### src/rtl/mon_pkg.sv
// Shared types and default constants for the MMIO completion monitor.
package mon_pkg;

  localparam logic [1:0] ST_RUN     = 2'd0;
  localparam logic [1:0] ST_DONE    = 2'd1;
  localparam logic [1:0] ST_TIMEOUT = 2'd2;

  typedef enum logic [1:0] {
    RUN     = ST_RUN,
    DONE    = ST_DONE,
    TIMEOUT = ST_TIMEOUT
  } mon_state_t;

  localparam logic [31:0] MON_DONE_ADDR  = 32'h0000_0010;
  localparam logic [31:0] MON_CKPT_BASE  = 32'h0000_0100;
  localparam logic [31:0] MON_PASS_VALUE = 32'd1;
  localparam int unsigned MON_MAX_CH     = 16;

  // True when addr coincides with one of the num_ch checkpoint word addresses.
  function automatic logic addr_overlaps_ckpt(input logic [63:0] addr,
                                              input logic [63:0] base,
                                              input int unsigned num_ch);
    logic hit;
    hit = 1'b0;
    for (int unsigned i = 0; i < num_ch; i++) begin
      if (addr == base + 64'(4 * i)) hit = 1'b1;
    end
    return hit;
  endfunction

endpackage

### src/rtl/mon_sat_counter.sv
// Up-counter that saturates at all-ones and holds while frozen.
module mon_sat_counter #(
  parameter int unsigned W = 32
) (
  input  logic         clk,
  input  logic         rst,
  input  logic         inc,
  input  logic         freeze,
  output logic [W-1:0] count
);

  always_ff @(posedge clk or posedge rst) begin
    if (rst) begin
      count <= '0;
    end else if (inc && !freeze && (count != '1)) begin
      count <= count + W'(1);
    end
  end

endmodule

### src/rtl/mmio_done_monitor.sv
// Passive bus snooper: DONE-flag capture, watchdog and checkpoint timestamps.
// Optional stall counter output enabled by defining MON_STALL_CNT_EN.
module mmio_done_monitor
  import mon_pkg::*;
#(
  parameter int unsigned        ADDR_W         = 32,
  parameter int unsigned        DATA_W         = 32,
  parameter int unsigned        CNT_W          = 32,
  parameter logic [ADDR_W-1:0]  DONE_ADDR      = ADDR_W'(MON_DONE_ADDR),
  parameter logic [DATA_W-1:0]  PASS_VALUE     = DATA_W'(MON_PASS_VALUE),
  parameter int unsigned        TIMEOUT_CYCLES = 2000000,
  parameter int unsigned        NUM_CH         = 4,
  parameter logic [ADDR_W-1:0]  CKPT_BASE      = ADDR_W'(MON_CKPT_BASE)
) (
  input  logic                    clk,
  input  logic                    rst,
  input  logic                    mem_valid,
  input  logic                    mem_ready,
  input  logic [ADDR_W-1:0]       mem_addr,
  input  logic [DATA_W/8-1:0]     mem_wstrb,
  input  logic [DATA_W-1:0]       mem_wdata,
  output logic                    done,
  output logic                    pass,
  output logic                    timeout,
  output logic [DATA_W-1:0]       exit_code,
  output logic [CNT_W-1:0]        final_cycles,
  output logic [CNT_W-1:0]        cycle_count,
  output logic [NUM_CH-1:0]       ch_hit,
  output logic [NUM_CH*CNT_W-1:0] ch_stamp
`ifdef MON_STALL_CNT_EN
  ,
  output logic [CNT_W-1:0]        stall_count
`endif
);

  localparam int unsigned STRB_W = DATA_W / 8;
  localparam logic [CNT_W-1:0] TO_LAST  = CNT_W'(TIMEOUT_CYCLES - 1);
  localparam logic [CNT_W-1:0] TO_FINAL = CNT_W'(TIMEOUT_CYCLES);

  // Configuration sanity checks at elaboration.
  if (NUM_CH < 1 || NUM_CH > MON_MAX_CH) begin : g_bad_num_ch
    $error("mmio_done_monitor: NUM_CH must be in 1..16");
  end
  if (addr_overlaps_ckpt(64'(DONE_ADDR), 64'(CKPT_BASE), NUM_CH)) begin : g_bad_overlap
    $error("mmio_done_monitor: DONE_ADDR overlaps a checkpoint address");
  end

  mon_state_t          state;
  mon_state_t          state_next;
  logic                wr_c;
  logic                run_c;
  logic                done_ev_c;
  logic                timeout_ev_c;
  logic [DATA_W-1:0]   wdata_masked_c;
  logic [NUM_CH-1:0]   ch_sel_c;

  assign wr_c  = mem_valid && mem_ready && (|mem_wstrb);
  assign run_c = (state == RUN);

  // Zero the byte lanes that were not strobed.
  always_comb begin
    wdata_masked_c = '0;
    for (int unsigned b = 0; b < STRB_W; b++) begin
      wdata_masked_c[b*8 +: 8] = mem_wstrb[b] ? mem_wdata[b*8 +: 8] : 8'h00;
    end
  end

  always_comb begin
    ch_sel_c = '0;
    for (int unsigned i = 0; i < NUM_CH; i++) begin
      ch_sel_c[i] = wr_c && (mem_addr == CKPT_BASE + ADDR_W'(4 * i));
    end
  end

  always_ff @(posedge clk or posedge rst) begin
    if (rst) state <= RUN;
    else     state <= state_next;
  end

  // A DONE store in the final watchdog cycle takes priority over the timeout.
  always_comb begin
    state_next   = state;
    done_ev_c    = 1'b0;
    timeout_ev_c = 1'b0;
    case (state)
      RUN: begin
        if (wr_c && (mem_addr == DONE_ADDR)) begin
          done_ev_c  = 1'b1;
          state_next = DONE;
        end else if ((TIMEOUT_CYCLES != 0) && (cycle_count == TO_LAST)) begin
          timeout_ev_c = 1'b1;
          state_next   = TIMEOUT;
        end
      end
      default: state_next = state;
    endcase
  end

  always_ff @(posedge clk or posedge rst) begin
    if (rst) begin
      done         <= 1'b0;
      pass         <= 1'b0;
      timeout      <= 1'b0;
      exit_code    <= '0;
      final_cycles <= '0;
    end else if (done_ev_c) begin
      done         <= 1'b1;
      exit_code    <= wdata_masked_c;
      final_cycles <= cycle_count;
      pass         <= (wdata_masked_c == PASS_VALUE);
    end else if (timeout_ev_c) begin
      timeout      <= 1'b1;
      final_cycles <= TO_FINAL;
      pass         <= 1'b0;
    end
  end

  // Only the first store to each checkpoint records a timestamp.
  always_ff @(posedge clk or posedge rst) begin
    if (rst) begin
      ch_hit   <= '0;
      ch_stamp <= '0;
    end else if (run_c) begin
      for (int unsigned i = 0; i < NUM_CH; i++) begin
        if (ch_sel_c[i] && !ch_hit[i]) begin
          ch_hit[i]                <= 1'b1;
          ch_stamp[i*CNT_W +: CNT_W] <= cycle_count;
        end
      end
    end
  end

  mon_sat_counter #(.W(CNT_W)) u_cycle_cnt (
    .clk    (clk),
    .rst    (rst),
    .inc    (1'b1),
    .freeze (!run_c),
    .count  (cycle_count)
  );

`ifdef MON_STALL_CNT_EN
  mon_sat_counter #(.W(CNT_W)) u_stall_cnt (
    .clk    (clk),
    .rst    (rst),
    .inc    (mem_valid && !mem_ready),
    .freeze (!run_c),
    .count  (stall_count)
  );
`endif

endmodule
### config.mk
export PLATFORM = sky130hd
export DESIGN_NAME = mmio_done_monitor
export DESIGN_NICKNAME = d
export VERILOG_FILES = /design/src/rtl/mon_pkg.sv /design/src/rtl/mon_sat_counter.sv /design/src/rtl/mmio_done_monitor.sv
export SDC_FILE = /design/constraint.sdc
export NUM_CORES = 1
export LEC_CHECK = 0
export BUFFER_PORTS_ARGS = -buffer_cell sky130_fd_sc_hd__buf_2
export CAP_MARGIN = 20
export CORE_AREA = 2 2 128 154
export DETAILED_ROUTE_END_ITERATION = 12
export DIE_AREA = 0 0 130 156
export PLACE_DENSITY = 0.79
export SLEW_MARGIN = 20
export SYNTH_ARGS = -nofsm -noshare
export SYNTH_HDL_FRONTEND = slang
export SYNTH_HIERARCHICAL = 1
export SYNTH_SLANG_ARGS = --single-unit
### constraint.sdc
create_clock -name clk -period 8.65 [get_ports clk]
set_clock_uncertainty 0.15 [all_clocks]
set_input_delay 1.2975 -clock clk [delete_from_list [all_inputs] [get_ports clk]]
set_output_delay 1.2975 -clock clk [all_outputs]
set_load 0.05 [all_outputs]
After elaboration in Yosys (flattened, before gate mapping)
Index checks and enable logic that the tools add are counted.
{"block": "classes", "addsub": 1, "n_eq_ne": 8, "muxes": 15, "bitwise_logic": 1, "n_reduce_logical": 26}
{"cell": "== test 32 x 9 -> 1 bit (second input constant)", "count": 4}
{"cell": "2-to-1 mux 32 bit", "count": 2}
{"cell": "adder 32 x 1 -> 32 bit (second input constant)", "count": 1}
{"cell": "== test 32 x 1 -> 1 bit (second input constant)", "count": 1}
{"cell": "== test 32 x 21 -> 1 bit (second input constant)", "count": 1}
{"cell": "== test 32 x 5 -> 1 bit (second input constant)", "count": 1}
{"cell": "2-to-1 mux 8 bit", "count": 4}
{"cell": "!= test 32 bit (second input constant)", "count": 1}
{"cell": "logical AND 1 bit", "count": 12}
{"cell": "AND reduction 2 bit", "count": 6}
{"cell": "2-to-1 mux 1 bit", "count": 7}
{"cell": "logical NOT 1 bit", "count": 4}
{"cell": "2-to-1 mux 2 bit", "count": 2}
{"cell": "nonzero test 2 bit", "count": 2}
{"cell": "OR reduction 4 bit", "count": 1}
{"cell": "logical NOT 2 bit", "count": 1}
{"cell": "inverter 1 bit", "count": 1}
{"block": "totals", "register_bits": 233, "in_bits": 72, "output_inout_bits": 231, "wordCells": 66}

Logic depth before layout (Yosys ltp)
Gate-level depths: netlist of the first run.
{"block": "logic_depth", "ltp_word": 7, "ltp_mapped": 8, "mapped_depth_nobuf": 7}

By module
Netlist of the first run, hierarchy kept.
{"mod": "mmio_done_monitor", "instances": 1, "cells_each": 569, "area_per_inst_um2": 7860.0, "seq_area_each_um2": 5029.8}
{"mod": "mon_sat_counter", "instances": 1, "cells_each": 137, "area_per_inst_um2": 1557.7, "seq_area_each_um2": 800.8}

Worst setup path before layout of the first run
No wires, ideal clock.
{"block": "synth_timing", "path_type": "in2reg", "start": "input mem_addr[13]", "end": "register ch_stamp[75]", "setup_time_ps": 128, "arrival_ps": 3089, "t_required_ps": 8372, "slack_ps": 5283, "path_stages": 7, "n_path_buf": 2, "path_cell_list": "or4_1 -> nor4_2 -> and3_1 -> buf_4 -> nand4_4 -> buf_2 -> mux2_1"}
{"block": "synth_via", "elab_chain_cells": 4}
{"element": "start, declared", "line_no": "mmio_done_monitor.sv:19", "rtl": "input logic [ADDR_W-1:0] mem_addr,"}
{"element": "== test 32 x 9 -> 1 bit", "line_no": "mmio_done_monitor.sv:71", "rtl": "ch_sel_c[i] = wr_c && (mem_addr == CKPT_BASE + ADDR_W'(4 * i));"}
{"element": "logical AND 1 bit", "line_no": "mmio_done_monitor.sv:71"}
{"element": "logical AND 1 bit", "line_no": "mmio_done_monitor.sv:125", "rtl": "if (ch_sel_c[i] && !ch_hit[i]) begin"}
{"element": "AND reduction 2 bit (no source line)"}
{"element": "end signal, assigned by index", "line_no": "mmio_done_monitor.sv:127", "rtl": "ch_stamp[i*CNT_W +: CNT_W] <= cycle_count;"}
{"element": "end, declared", "line_no": "mmio_done_monitor.sv:29", "rtl": "output logic [NUM_CH*CNT_W-1:0] ch_stamp"}
No other way between the ends.
A chain may end at the register's enable or synchronous reset.

Final worst setup path of the first run
{"block": "layout_timing", "start": "input mem_addr[13]", "end": "register ch_stamp[117]"}
The elaborated chain is that of the path after synthesis.

==> key figures, run 1 <==
Global route
  – Most Used Layer, Global Route: met2
  – Global routing met3 resource utilization: 3.70%
  – Total Routing Usage GR: 24.5%
  – Initial antenna violation count: 0
  – Met1 usage in global routing: 33.2%
  – Largest net degree at the start of global routing: 121
  – Vias in the first global route: 6833
  – GRT met2 Usage: 41.2%
  – Wire length of the first global-routing pass: 38700 um
  – Aggregate global routing overflow: 0

Timing
  – Final critical-path share of the clock period: 44.4%
  – Post-Route Setup TNS: 0 ps
  – Number of max-slew violations in the final report: 0
  – Relative slew slack: between 30% and 40%
  – Setup repair after global routing missed its margin: false
  – Slew at the pin closest to its max-slew limit: 920 ps
  – Final setup violating endpoints: 0
  – Final worst path period need: around 3800 ps
  – Final hold violation count: 0
  – Maximum clock frequency: 261 MHz

Logic synthesis
  – Number of enable-type register cells in the synthesized netlist: 0
  – Post-synthesis cell area: about 9400 um^2
  – Library cell occupying the most area in the post-synthesis netlist: sky130_fd_sc_hd__dfrtp_1
  – Dominant synthesized flop cell: sky130_fd_sc_hd__dfrtp_1
  – Synthesized area divided by synthesized cell count: 13.3 um^2
  – Area share of the leading cell type in the synthesized netlist: 61.9%
  – Mapped Cells: between 700 and 800
  – Share of flip-flops with an asynchronous set or reset after synthesis: 100%
  – Post-synthesis sequential element count: roughly 230
  – Share of synthesized area occupied by flip-flops and latches: 61.9%
  – Number of distinct library cell variants in the gate-level netlist after synthesis: 45
  – Ys Warns: 6
  – Largest cells by area after synthesis: sky130_fd_sc_hd__dfrtp_1, sky130_fd_sc_hd__mux2_2, sky130_fd_sc_hd__mux2_1, sky130_fd_sc_hd__nand2_1, sky130_fd_sc_hd__a22o_1

Setup path
  – End of the critical path: ch_stamp[117]$_DFFE_PP0P_
  – WP data arrival: 4080 ps
  – Startpoint of the worst-slack reg-to-reg timing path: u_cycle_cnt/count[24]$_DFFE_PP0P_
  – Startpoint Class: input pin
  – Data required time at the worst endpoint: ~8900 ps
  – Cells on worst reg2reg path: 5
  – Launching element of the worst setup path: mem_addr[13]
  – Maximum net fanout on the critical path: 33
  – Crit path capture type: flop
  – Reg-to-reg slack, setup: 5600 ps
  – Reg2Reg Capture Point: pass$_DFFE_PP0P_
  – Type of the worst setup path: input pin to flop

Clock network
  – Clock tree from TritonCTS: done
  – Maximum clock path buffer count: 3
  – Clock transition time at the flip-flop clock pins of the worst setup and hold paths: 60 ps
  – Clock Sink Count: 233
  – Clock network latency to the later pin of the worst-skew pair: 510 ps
  – Hold-fix buffers at CTS: 0
  – H-tree depth: 1
  – Post-CTS setup-driven buffer insertion count: 0
  – Gates resized, CTS repair: 0
  – Clock buffers created by TritonCTS: 23
  – Clk root buf: sky130_fd_sc_hd__clkbuf_16

Floorplanning
  – Initial core utilization: 50.1%
  – Die area: 20300 um^2
  – Core region area: 18800 um^2
  – Number of standard-cell rows in the floorplan: 55
  – Die Y: about 160 um
  – # IOs: approximately 300
  – Overall die width: 130 um

Pwr
  – Power per cell area: 197 nW/um^2
  – Pwr Total: 2.35 mW
  – Total leakage power: 6.88 nW
  – Max rail drop VDD: approximately 160 uV

Detailed routing
  – Routed WL per cell: 19.4 um
  – Final WL: between 20000 and 25000 um
  – Pre-antenna DRT Iters: 5
  – Vias/cell: 5.36
  – Count of unresolved DRC violations after routing: 0
  – Via count of the routed design: about 7000
  – Residual antenna-violating net count after detailed routing: 0
  – DRC marker count from the first detailed-route iteration: 332

Placement
  – Sum of net half-perimeters after detailed placement: 16800 um
  – Total placed cells including tap cells: 1239
  – Port-buffer cells: 302
  – Final weighted congestion in routability-driven placement: approximately 0.9

Layout
  – Final net count: 1081
  – Fraction of layout instances using a drive strength above 1: roughly 46%
  – Filler Cell Count: 1496
  – Combined area of the multi-input logic cells: 3390 um^2
  – # diodes: 0
  – Post-Layout Cell Count: between 1000 and 1500
  – Area Growth Syn to Fin: 26.5%
  – Area of all sequential standard cells: 5830 um^2

Status
  – Outcome: finished clean

Run
  – Number of max-capacitance violations reported: 0

Min path
  – Depth of the worst hold-timing path: 2
  – Kind of path behind the tightest hold check: flop to flop
==> power by group <==
| group | total (mW) | internal, mW | leakage [nW] | switching [mW] |
|---|---|---|---|---|
| Clock | 1.03 | 0.609 | 0.388 | 0.420 |
| Sequential | 1.16 | 1.10 | 3.24 | 0.0578 |
| Combinational | 0.161 | 0.0472 | 3.25 | 0.113 |
| Total | 2.35 | 1.76 | 6.88 | 0.591 |
==> cells in the mapped netlist, types with 2 or more instances <==
cell type                  instances
sky130_fd_sc_hd__a21oi_2           2
sky130_fd_sc_hd__a22o_1           26
sky130_fd_sc_hd__and3_1           11
sky130_fd_sc_hd__and4_1            6
sky130_fd_sc_hd__and4b_1           3
sky130_fd_sc_hd__buf_2             7
sky130_fd_sc_hd__buf_6             7
sky130_fd_sc_hd__clkbuf_1         17
sky130_fd_sc_hd__dfrtp_1         233
sky130_fd_sc_hd__inv_1             5
sky130_fd_sc_hd__mux2_1           29
sky130_fd_sc_hd__mux2_2          100
sky130_fd_sc_hd__nand2_1          74
sky130_fd_sc_hd__nand2b_1          9
sky130_fd_sc_hd__nand3_1          44
sky130_fd_sc_hd__nand4_1          17
sky130_fd_sc_hd__nand4_4           2
sky130_fd_sc_hd__nor2_1           26
sky130_fd_sc_hd__nor2b_1           2
sky130_fd_sc_hd__nor3_1           11
sky130_fd_sc_hd__nor3_2            4
sky130_fd_sc_hd__nor4_1            9
sky130_fd_sc_hd__nor4_2            2
sky130_fd_sc_hd__nor4_4            2
sky130_fd_sc_hd__nor4b_1           3
sky130_fd_sc_hd__nor4bb_1          3
sky130_fd_sc_hd__o21ai_0           3
sky130_fd_sc_hd__or2_2             2
sky130_fd_sc_hd__or4_1             2
sky130_fd_sc_hd__xnor2_1          22
sky130_fd_sc_hd__xor2_1            9
==> worst min path at each step <==
| stage | endpoint | from |
|---|---|---|
| after floorplan | state[0]$_DFFE_PP0P_ | state[0]$_DFFE_PP0P_ |
| after global placement | exit_code[29]$_DFFE_PP0N_ | exit_code[29]$_DFFE_PP0N_ |
| after detailed placement | exit_code[1]$_DFFE_PP0N_ | exit_code[1]$_DFFE_PP0N_ |
| after CTS | exit_code[1]$_DFFE_PP0N_ | exit_code[1]$_DFFE_PP0N_ |
| after global routing | exit_code[17]$_DFFE_PP0N_ | exit_code[17]$_DFFE_PP0N_ |
| final | exit_code[27]$_DFFE_PP0N_ | exit_code[27]$_DFFE_PP0N_ |
==> metrics by stage <==
step	hold slack, ps	setup WS, ps	util (%)	instance area [um^2]
2_1_floorplan	286	1720	-	9420
3_3_place_gp	294	4290	59.2	11100
3_5_place_dp	300	4250	59.2	11100
4_1_cts	314	4770	63.4	11900
5_1_grt	335	4620	63.4	11900
6_report	310	4810	63.4	11900
==> layout by cell type, fill, tap and decap left out, drive strengths merged, types with 2 or more instances in the layout <==
| cell type | count |
|---|---|
| bufinv | 3 |
| and3 | 11 |
| o21ai | 3 |
| conb | 2 |
| nand3 | 45 |
| a21boi | 2 |
| nor4bb | 3 |
| clkinv | 6 |
| or2 | 3 |
| or4 | 2 |
| clkbuf | 29 |
| nand4 | 19 |
| xor2 | 9 |
| xnor2 | 22 |
| nor2b | 2 |
| and4 | 6 |
| mux2 | 129 |
| nor4b | 3 |
| nor3 | 15 |
| a22o | 26 |
| a21oi | 2 |
| inv | 8 |
| and4b | 3 |
| nor2 | 26 |
| nor4 | 13 |
| nand2 | 74 |
| dfrtp | 233 |
| buf | 308 |
| nand2b | 9 |
==> critical path: stages <==
cell and delay (ps):
sky130_fd_sc_hd__buf_2 90, sky130_fd_sc_hd__or4_1 520, sky130_fd_sc_hd__nor4_2 340, sky130_fd_sc_hd__and3_1 430, sky130_fd_sc_hd__nand3_2 780, sky130_fd_sc_hd__mux2_1 600
==> state kept, by name, summed over array words and instances, names as in the netlist <==
| signal | count |
|---|---|
| done | 1 |
| state | 2 |
| u_cycle_cnt/count | 32 |
| timeout | 1 |
| ch_stamp | 128 |
| exit_code | 32 |
| final_cycles | 32 |
| ch_hit | 4 |
| pass | 1 |
==> kinds of logic after synthesis <==
| kind of cell | share of synthesized area (%) |
|---|---|
| XOR/XNOR | 2.88 |
| adder cells (fa/ha/maj) | 0.133 |
| multiplexers | 15.4 |
| AND/OR/NAND/NOR | 14.2 |
| AO/OA/AOI/OAI | 3.27 |
| other | 0.0398 |
| flip-flops | 61.9 |
| buffers and inverters | 2.17 |
==> layer usage <==
metal	routed length, um	vias up
li1	-	3120
met4	483	0
met2	12500	242
met1	10400	3465
met3	1390	34
met5	0	-
==> final cells by class <==
class	instances	area share, %
flip-flops and latches	233	49.0
multi-input cells	437	28.5
repair buffers	308	13.1
clock buffers	29	5.27
well taps	256	2.69
clock inverters	13	1.29
inverters	5	0.221
Power figures use the tool's default switching activity.
==> inputs of run 2 (changes only) <==
- CORE_AREA: 2 2 128 154 -> 2 2 134 162
- DIE_AREA: 0 0 130 156 -> 0 0 136 164
- PLACE_DENSITY: 0.79 -> 0.75
- clock period: 8.65 -> 3.1 ns (I/O delays scaled with it)
==> run 2 against run 1 <==
  * First-iteration DRC count up 28%
  * Final area up 3.0%
  * Count of clock-buffer cells in the layout up 3
  * Non-clock buffer count up 38
  * Critical path depth unchanged
  * Final cell count up 4.1%
  * Routed wire length up 4.7%
  * Sequential power rose to 2.7 times the previous value
==> key figures, run 2 (same netlist as run 1, synthesis figures left out) <==
Global route
  – Vias in the first global route: 7030 (+2.9%)
  – Met1 usage in global routing: 30.8% (-2.5 points)
  – Most Used Layer, Global Route: met2
  – Total Routing Usage GR: 23.0% (-1.5 points)
  – Aggregate global routing overflow: 0 (unchanged)
  – Wire length of the first global-routing pass: 40000 um (+3.2%)
  – Largest net degree at the start of global routing: 91 (-25%)
  – Global routing met3 resource utilization: 3.06% (-0.65 points)
  – Initial antenna violation count: 0 (unchanged)
  – GRT met2 Usage: 38.9% (-2.3 points)

Pwr
  – Switching pwr: 1.68 mW (+180%)
  – Max rail drop VDD: 444 uV (+180%)
  – Clock share of power: 43.2% (-0.5 points)
  – Pwr Total: 6.62 mW (+180%)
  – Total leakage power: 7.09 nW (+3.1%)
  – Power per cell area: 539 nW/um^2 (+170%)
  – Power share of the combinational group: 9.0% (+2.2 points)
  – Cell-internal power: 4.93 mW (+180%)
  – Fraction of power consumed by sequential logic: 47.8% (-1.6 points)
  – Sw Ratio: 25.4% (+0.28 points)

Layout
  – Post-Layout Cell Count: 1334 (+4.1%)
  – Fraction of layout instances using a drive strength above 1: 47.7% (+2.0 points)
  – Area Growth Syn to Fin: 30.3%
  – Flip-flop count of the largest register, all copies and words added: 128 (unchanged)
  – Filler Cell Count: 1723 (+15%)
  – Post-route design area: 12300 um^2 (+3.0%)
  – Area of all sequential standard cells: 5830 um^2 (unchanged)
  – # diodes: 0 (unchanged)
  – Highest-count cells in the layout ignoring fill and taps: sky130_fd_sc_hd__buf_2, sky130_fd_sc_hd__dfrtp_1, sky130_fd_sc_hd__mux2_2
  – Combined area of the multi-input logic cells: 3390 um^2 (unchanged)
  – Final net count: 1121 (+3.7%)
  – Most frequent standard cell in the layout excluding fill and tap cells: sky130_fd_sc_hd__buf_2
  – Register name with the most flops: ch_stamp

Detailed routing
  – Routed WL per cell: 19.5 um (+0.52%)
  – Vias/cell: 5.31 (-0.95%)
  – Count of unresolved DRC violations after routing: 0 (unchanged)
  – Pre-antenna DRT Iters: 4 (-1)
  – Residual antenna-violating net count after detailed routing: 0 (unchanged)
  – DRC marker count from the first detailed-route iteration: 424 (+28%)
  – Final WL: 26000 um (+4.7%)
  – Via count of the routed design: 7077 (+3.1%)

Placement
  – Total placed cells including tap cells: 1290 (+4.1%)
  – DP Area: 11500 um^2 (+3.1%)
  – Sum of net half-perimeters after detailed placement: 18000 um (+7.2%)
  – Final weighted congestion in routability-driven placement: 0.906 (-1.8%)
  – Port-buffer cells: 302 (unchanged)
  – Worst setup timing slack at the placement stage: 147 ps (-4100 ps)

Timing
  – Final critical-path share of the clock period: a little over four fifths
  – Final worst path period need: 2620 ps
  – Final WS setup: 483 ps (-4330 ps)
  – Final hold violation count: 0 (unchanged)
  – Slew at the pin closest to its max-slew limit: 1050 ps (+131 ps)
  – Maximum clock frequency: 382 MHz
  – Post-Route Setup TNS: 0 ps (unchanged)
  – Number of max-slew violations in the final report: 0 (unchanged)
  – Final setup violating endpoints: 0 (unchanged)
  – Relative slew slack: 29.9% (-8.7 points)
  – Setup repair after global routing missed its margin: false

Clock network
  – Clock transition time at the flip-flop clock pins of the worst setup and hold paths: 60 ps (about the same)
  – Gates resized, CTS repair: 0 (unchanged)
  – Post-CTS setup-driven buffer insertion count: 0 (unchanged)
  – H-tree depth: 1 (unchanged)
  – Clock tree from TritonCTS: done
  – Clk root buf: sky130_fd_sc_hd__clkbuf_16
  – Clock network latency to the later pin of the worst-skew pair: 510 ps (about the same)
  – Clock buffers created by TritonCTS: 25 (+8.7%)
  – Clock Sink Count: 233 (unchanged)
  – Maximum clock path buffer count: 3 (unchanged)

Status
  – Outcome: finished clean

Setup path
  – Type of the worst setup path: flop to flop
  – Startpoint Class: flop
  – Data required time at the worst endpoint: 3340 ps (-5550 ps)
  – Maximum net fanout on the critical path: 18 (-45%)
  – Crit path capture type: flop
  – WP data arrival: 2860 ps (-1220 ps)

Floorplanning
  – Core region area: 20800 um^2 (+10%)
  – Die area: 22300 um^2 (+10%)
  – # IOs: 303 (unchanged)
  – Initial core utilization: 45.4% (-4.8 points)
  – Overall die width: 136 um (+4.6%)
  – Die Y: 164 um (+5.1%)
  – Number of standard-cell rows in the floorplan: 58 (+5.5%)

Run
  – Number of max-capacitance violations reported: 0 (unchanged)

Min path
  – Kind of path behind the tightest hold check: input pin to flop
run 2: path summary, 6_finish.rpt:
check / start / endpoint / slack [ps] / cells after the start
max: u_cycle_cnt/count[13]$_DFFE_PP0P_ / final_cycles[5]$_DFFE_PP0P_ / 480 / 6
min: mem_wdata[25] / exit_code[25]$_DFFE_PP0N_ / 60 / 3
max reg2reg: u_cycle_cnt/count[13]$_DFFE_PP0P_ / final_cycles[5]$_DFFE_PP0P_ / 480 / 6
min reg2reg: exit_code[14]$_DFFE_PP0N_ / exit_code[14]$_DFFE_PP0N_ / 310 / 2
max in group asynchronous: rst / exit_code[0]$_DFFE_PP0N_ / 1740 / 4
min in group asynchronous: rst / final_cycles[14]$_DFFE_PP0P_ / 320 / 3
run 2: stage by stage:
step,utilization [%],hold slack (ps)
final,59.1,59.9
after detailed placement,55.2,271
after CTS,59.1,39.8
after global placement,55.2,265
after floorplan,-,286
after global routing,59.1,56.9
run 2: per-layer routing:
layer / part of all wire [%] / routed length (um) / up-vias
met5: 0 / 0 / -
met3: 5.4 / 1410 / 63
met1: 42 / 10800 / 3558
met2: 50 / 12900 / 251
met4: 3.2 / 834 / 0
li1: - / - / 3205
run 2: repair_timing:
action,CTS,global route
endpoints found under the hold margin,37,0
setup endpoints to repair,0,0
hold buffers,1,0
run 2: power groups by stage:
| stage | combinational [mW] | sequential, mW | clock (mW) |
|---|---|---|---|
| floorplan | 0.155 | 3.39 | 0 |
| global placement | 0.589 | 3.22 | 0 |
| detailed placement | 0.596 | 3.22 | 0 |
| CTS | 0.601 | 3.16 | 2.92 |
| global route | 0.637 | 3.17 | 3.04 |
| finish | 0.594 | 3.17 | 2.86 |
run 2: layout make-up:
type / count / share of cell area [%]
sequential: 233 / 47.5
multi-input combinational: 437 / 27.6
timing repair buffer: 346 / 15.4
clock buffer: 32 / 5.72
tap: 270 / 2.75
clock inverter: 11 / 0.724
inverter: 5 / 0.184
run 2: critical path, cell delays in order (launching register included):
cell	delay, ps
sky130_fd_sc_hd__dfrtp_1	510
sky130_fd_sc_hd__nor4b_1	410
sky130_fd_sc_hd__nand4_1	210
sky130_fd_sc_hd__nor4_4	460
sky130_fd_sc_hd__nor2_2	300
sky130_fd_sc_hd__buf_4	260
sky130_fd_sc_hd__a22o_1	190
==> inputs of run 3 (changes only) <==
- clock period: 3.1 -> 2.16 ns (I/O delays scaled with it)
==> run 3 against run 2 <==
  * First-iteration DRC count up 3.1%
  * Sequential share of layout area is 2.9 points lower
  * Count of clock-buffer cells in the layout increased by 5
  * Worst setup slack got worse by 440 ps
  * Final area rose by 7.3%
  * Fmax up 23%
  * Final cell count grew 5.0%
  * Clock power increased by 43%
  * Critical path type unchanged
  * Sequential power increased by 43%
  * Critical endpoint is now pass$_DFFE_PP0P_
  * Core utilization grew 4.3 points
==> key figures, run 3 (same netlist as run 1, synthesis figures left out) <==
Placement
  – Port-buffer cells: 302 (unchanged)
  – Worst setup timing slack at the placement stage: -287 ps (-433 ps)
  – Final weighted congestion in routability-driven placement: 0.809 (-11%)
  – Sum of net half-perimeters after detailed placement: 19300 um (+7.2%)
  – DP Area: 11900 um^2 (+4.1%)

Timing
  – Final WS setup: 39.8 ps (-443 ps)
  – Number of max-slew violations in the final report: 0 (unchanged)
  – Post-Route Setup TNS: 0 ps (unchanged)
  – Maximum clock frequency: 472 MHz (+23%)
  – Final critical-path share of the clock period: 98.2% (+14 points)
  – Final worst path period need: 2120 ps (-497 ps)
  – Final hold violation count: 0 (unchanged)
  – Setup repair after global routing missed its margin: true
  – Final setup violating endpoints: 0 (unchanged)

Detailed routing
  – Pre-antenna DRT Iters: 4 (unchanged)
  – Routed WL per cell: 19.7 um (+1.3%)
  – Vias/cell: 5.21 (-1.8%)
  – Residual antenna-violating net count after detailed routing: 0 (unchanged)
  – Via count of the routed design: 7295 (+3.1%)
  – Final WL: 27600 um (+6.4%)
  – Count of unresolved DRC violations after routing: 0 (unchanged)
  – DRC marker count from the first detailed-route iteration: 437 (+3.1%)

Clock network
  – Clock transition time at the flip-flop clock pins of the worst setup and hold paths: 60 ps (about the same)
  – Clock network latency to the later pin of the worst-skew pair: 510 ps (about the same)
  – H-tree depth: 1 (unchanged)
  – Clock Sink Count: 233 (unchanged)
  – Clock buffers created by TritonCTS: 24 (-4.0%)
  – Maximum clock path buffer count: 3 (unchanged)
  – Clk root buf: sky130_fd_sc_hd__clkbuf_16
  – Clock tree from TritonCTS: done

Pwr
  – Power per cell area: 730 nW/um^2 (+35%)
  – Max rail drop VDD: 590 uV (+33%)
  – Total leakage power: 7.47 nW (+5.3%)

Setup path
  – Category of cells accounting for the largest share of critical-path delay: simple AND/OR/NAND/NOR gates
  – Max incr delay on CP: 560 ps (+50 ps)
  – Data required time at the worst endpoint: 2400 ps (-940 ps)
  – Maximum net fanout on the critical path: 21 (+3)
  – WP data arrival: 2360 ps (-500 ps)
  – Startpoint Class: flop
  – Master of the slowest instance on the critical path: sky130_fd_sc_hd__or4b_4
  – Type of the worst setup path: flop to flop
  – CP bufs+invs: 2 (+1)
  – Cell Chain, Critical Path: or4b_4, nor4_4, buf_4, nor2_4, buf_12, a22o_1
  – Crit path capture type: flop

Floorplanning
  – Die area: 22300 um^2 (unchanged)
  – Core region area: 20800 um^2 (unchanged)
  – # IOs: 303 (unchanged)
  – Number of standard-cell rows in the floorplan: 58 (unchanged)
  – Overall die width: 136 um (unchanged)
  – Initial core utilization: 45.4% (unchanged)
  – Die Y: 164 um (unchanged)

Global route
  – Initial antenna violation count: 3 (+3)
  – Wire length of the first global-routing pass: 41300 um (+3.3%)
  – Aggregate global routing overflow: 0 (unchanged)
  – Largest net degree at the start of global routing: 84 (-7.7%)
  – Total Routing Usage GR: 24.0% (+1.0 points)
  – Vias in the first global route: 7509 (+6.8%)

Layout
  – Highest-count cells in the layout ignoring fill and taps: sky130_fd_sc_hd__buf_2, sky130_fd_sc_hd__dfrtp_1, sky130_fd_sc_hd__mux2_2
  – Flip-flop count of the largest register, all copies and words added: 128 (unchanged)
  – Area Growth Syn to Fin: 39.8%
  – Post-route design area: 13200 um^2 (+7.3%)
  – Fraction of layout instances using a drive strength above 1: 53.2% (+5.4 points)
  – Register name with the most flops: ch_stamp
  – Most frequent standard cell in the layout excluding fill and tap cells: sky130_fd_sc_hd__buf_2
  – Final net count: 1184 (+5.6%)

Min path
  – Kind of path behind the tightest hold check: input pin to flop

Run
  – Number of max-capacitance violations reported: 0 (unchanged)

Status
  – Outcome: finished clean
[run 3: cell types whose count changed in the layout (fill, tap and decap cells not counted), moves of 24 or more]
| cell | previous run | this run |
|---|---|---|
| sky130_fd_sc_hd__dlygate4sd3_1 | 1 | 34 |
| sky130_fd_sc_hd__buf_4 | 39 | 63 |
| sky130_fd_sc_hd__mux2_1 | 29 | 1 |
| sky130_fd_sc_hd__dfrtp_2 | 0 | 29 |
| sky130_fd_sc_hd__mux2_4 | 0 | 28 |
| sky130_fd_sc_hd__dfrtp_1 | 233 | 203 |
[run 3: what timing repair did]
| item | in CTS | in global routing |
|---|---|---|
| setup endpoints to repair | 47 | 18 |
| endpoints found under the hold margin | 264 | 1 |
| pin swaps | 1 | 2 |
| buffers inserted | 1 | 2 |
| hold buffers | 33 | 1 |
| resized for setup | 2 | 6 |
| cloned | 0 | 0 |
[run 3: path summary, 6_finish.rpt]
kind                                                        start                                 to  slack [ps]  cells after the start
min in group asynchronous                                     rst  u_cycle_cnt/count[30]$_DFFE_PP0P_         340                      4
worst max register to register  u_cycle_cnt/count[24]$_DFFE_PP0P_                   pass$_DFFE_PP0P_          40                      6
max in group asynchronous                                     rst           ch_stamp[82]$_DFFE_PP0P_        1080                      4
worst min register to register                   done$_DFFE_PP0N_                   done$_DFFE_PP0N_         310                      1
worst max-delay path            u_cycle_cnt/count[24]$_DFFE_PP0P_                   pass$_DFFE_PP0P_          40                      6
worst min-delay path                                 mem_wstrb[0]           exit_code[7]$_DFFE_PP0N_          90                      4
[run 3: final cells by class]
| class | count | area [um^2] |
|---|---|---|
| multi-input cells | 437 | 3590 |
| flip-flops and latches | 233 | 5870 |
| repair buffers | 410 | 2540 |
| fillers | 1551 | 7590 |
| clock inverters | 6 | 58.8 |
| inverters | 5 | 22.5 |
| clock buffers | 37 | 731 |
| diodes | 3 | 7.51 |
| well taps | 270 | 338 |
[run 3: where the power goes]
group | leakage (nW) | internal (mW) | switching (mW)
sequential | 3.20 | 4.44 | 0.0838
clock | 0.392 | 2.44 | 1.66
combinational | 3.88 | 0.330 | 0.653
total | 7.47 | 7.21 | 2.39
[run 3: metrics by stage]
stage | util, % | cells | hold WS (ps) | power (mW)
2_1_floorplan | - | 707 | 286 | 5.10
3_3_place_gp | 57.5 | 1318 | 294 | 5.51
3_5_place_dp | 57.5 | 1318 | 297 | 5.53
5_1_grt | 63.4 | 1401 | 97.3 | 9.93
4_1_cts | 63.0 | 1395 | 9.17 | 9.68
6_report | 63.4 | 1401 | 86.8 | 9.60
[run 3: per-layer routing]
metal  GRT usage (%)  vias to the layer above  share of wire [%]
met4            9.23                        0                3.1
li1                -                     3318                  -
met5               0                        -                  0
met3            5.31                       55                7.8
met2            42.7                      297                 50
met1            28.2                     3625                 39
[run 3: worst min-delay path, cell delays in order]
cell and delay (ps):
sky130_fd_sc_hd__buf_2 100, sky130_fd_sc_hd__buf_4 150, sky130_fd_sc_hd__nand3_1 70, sky130_fd_sc_hd__nand2_1 60
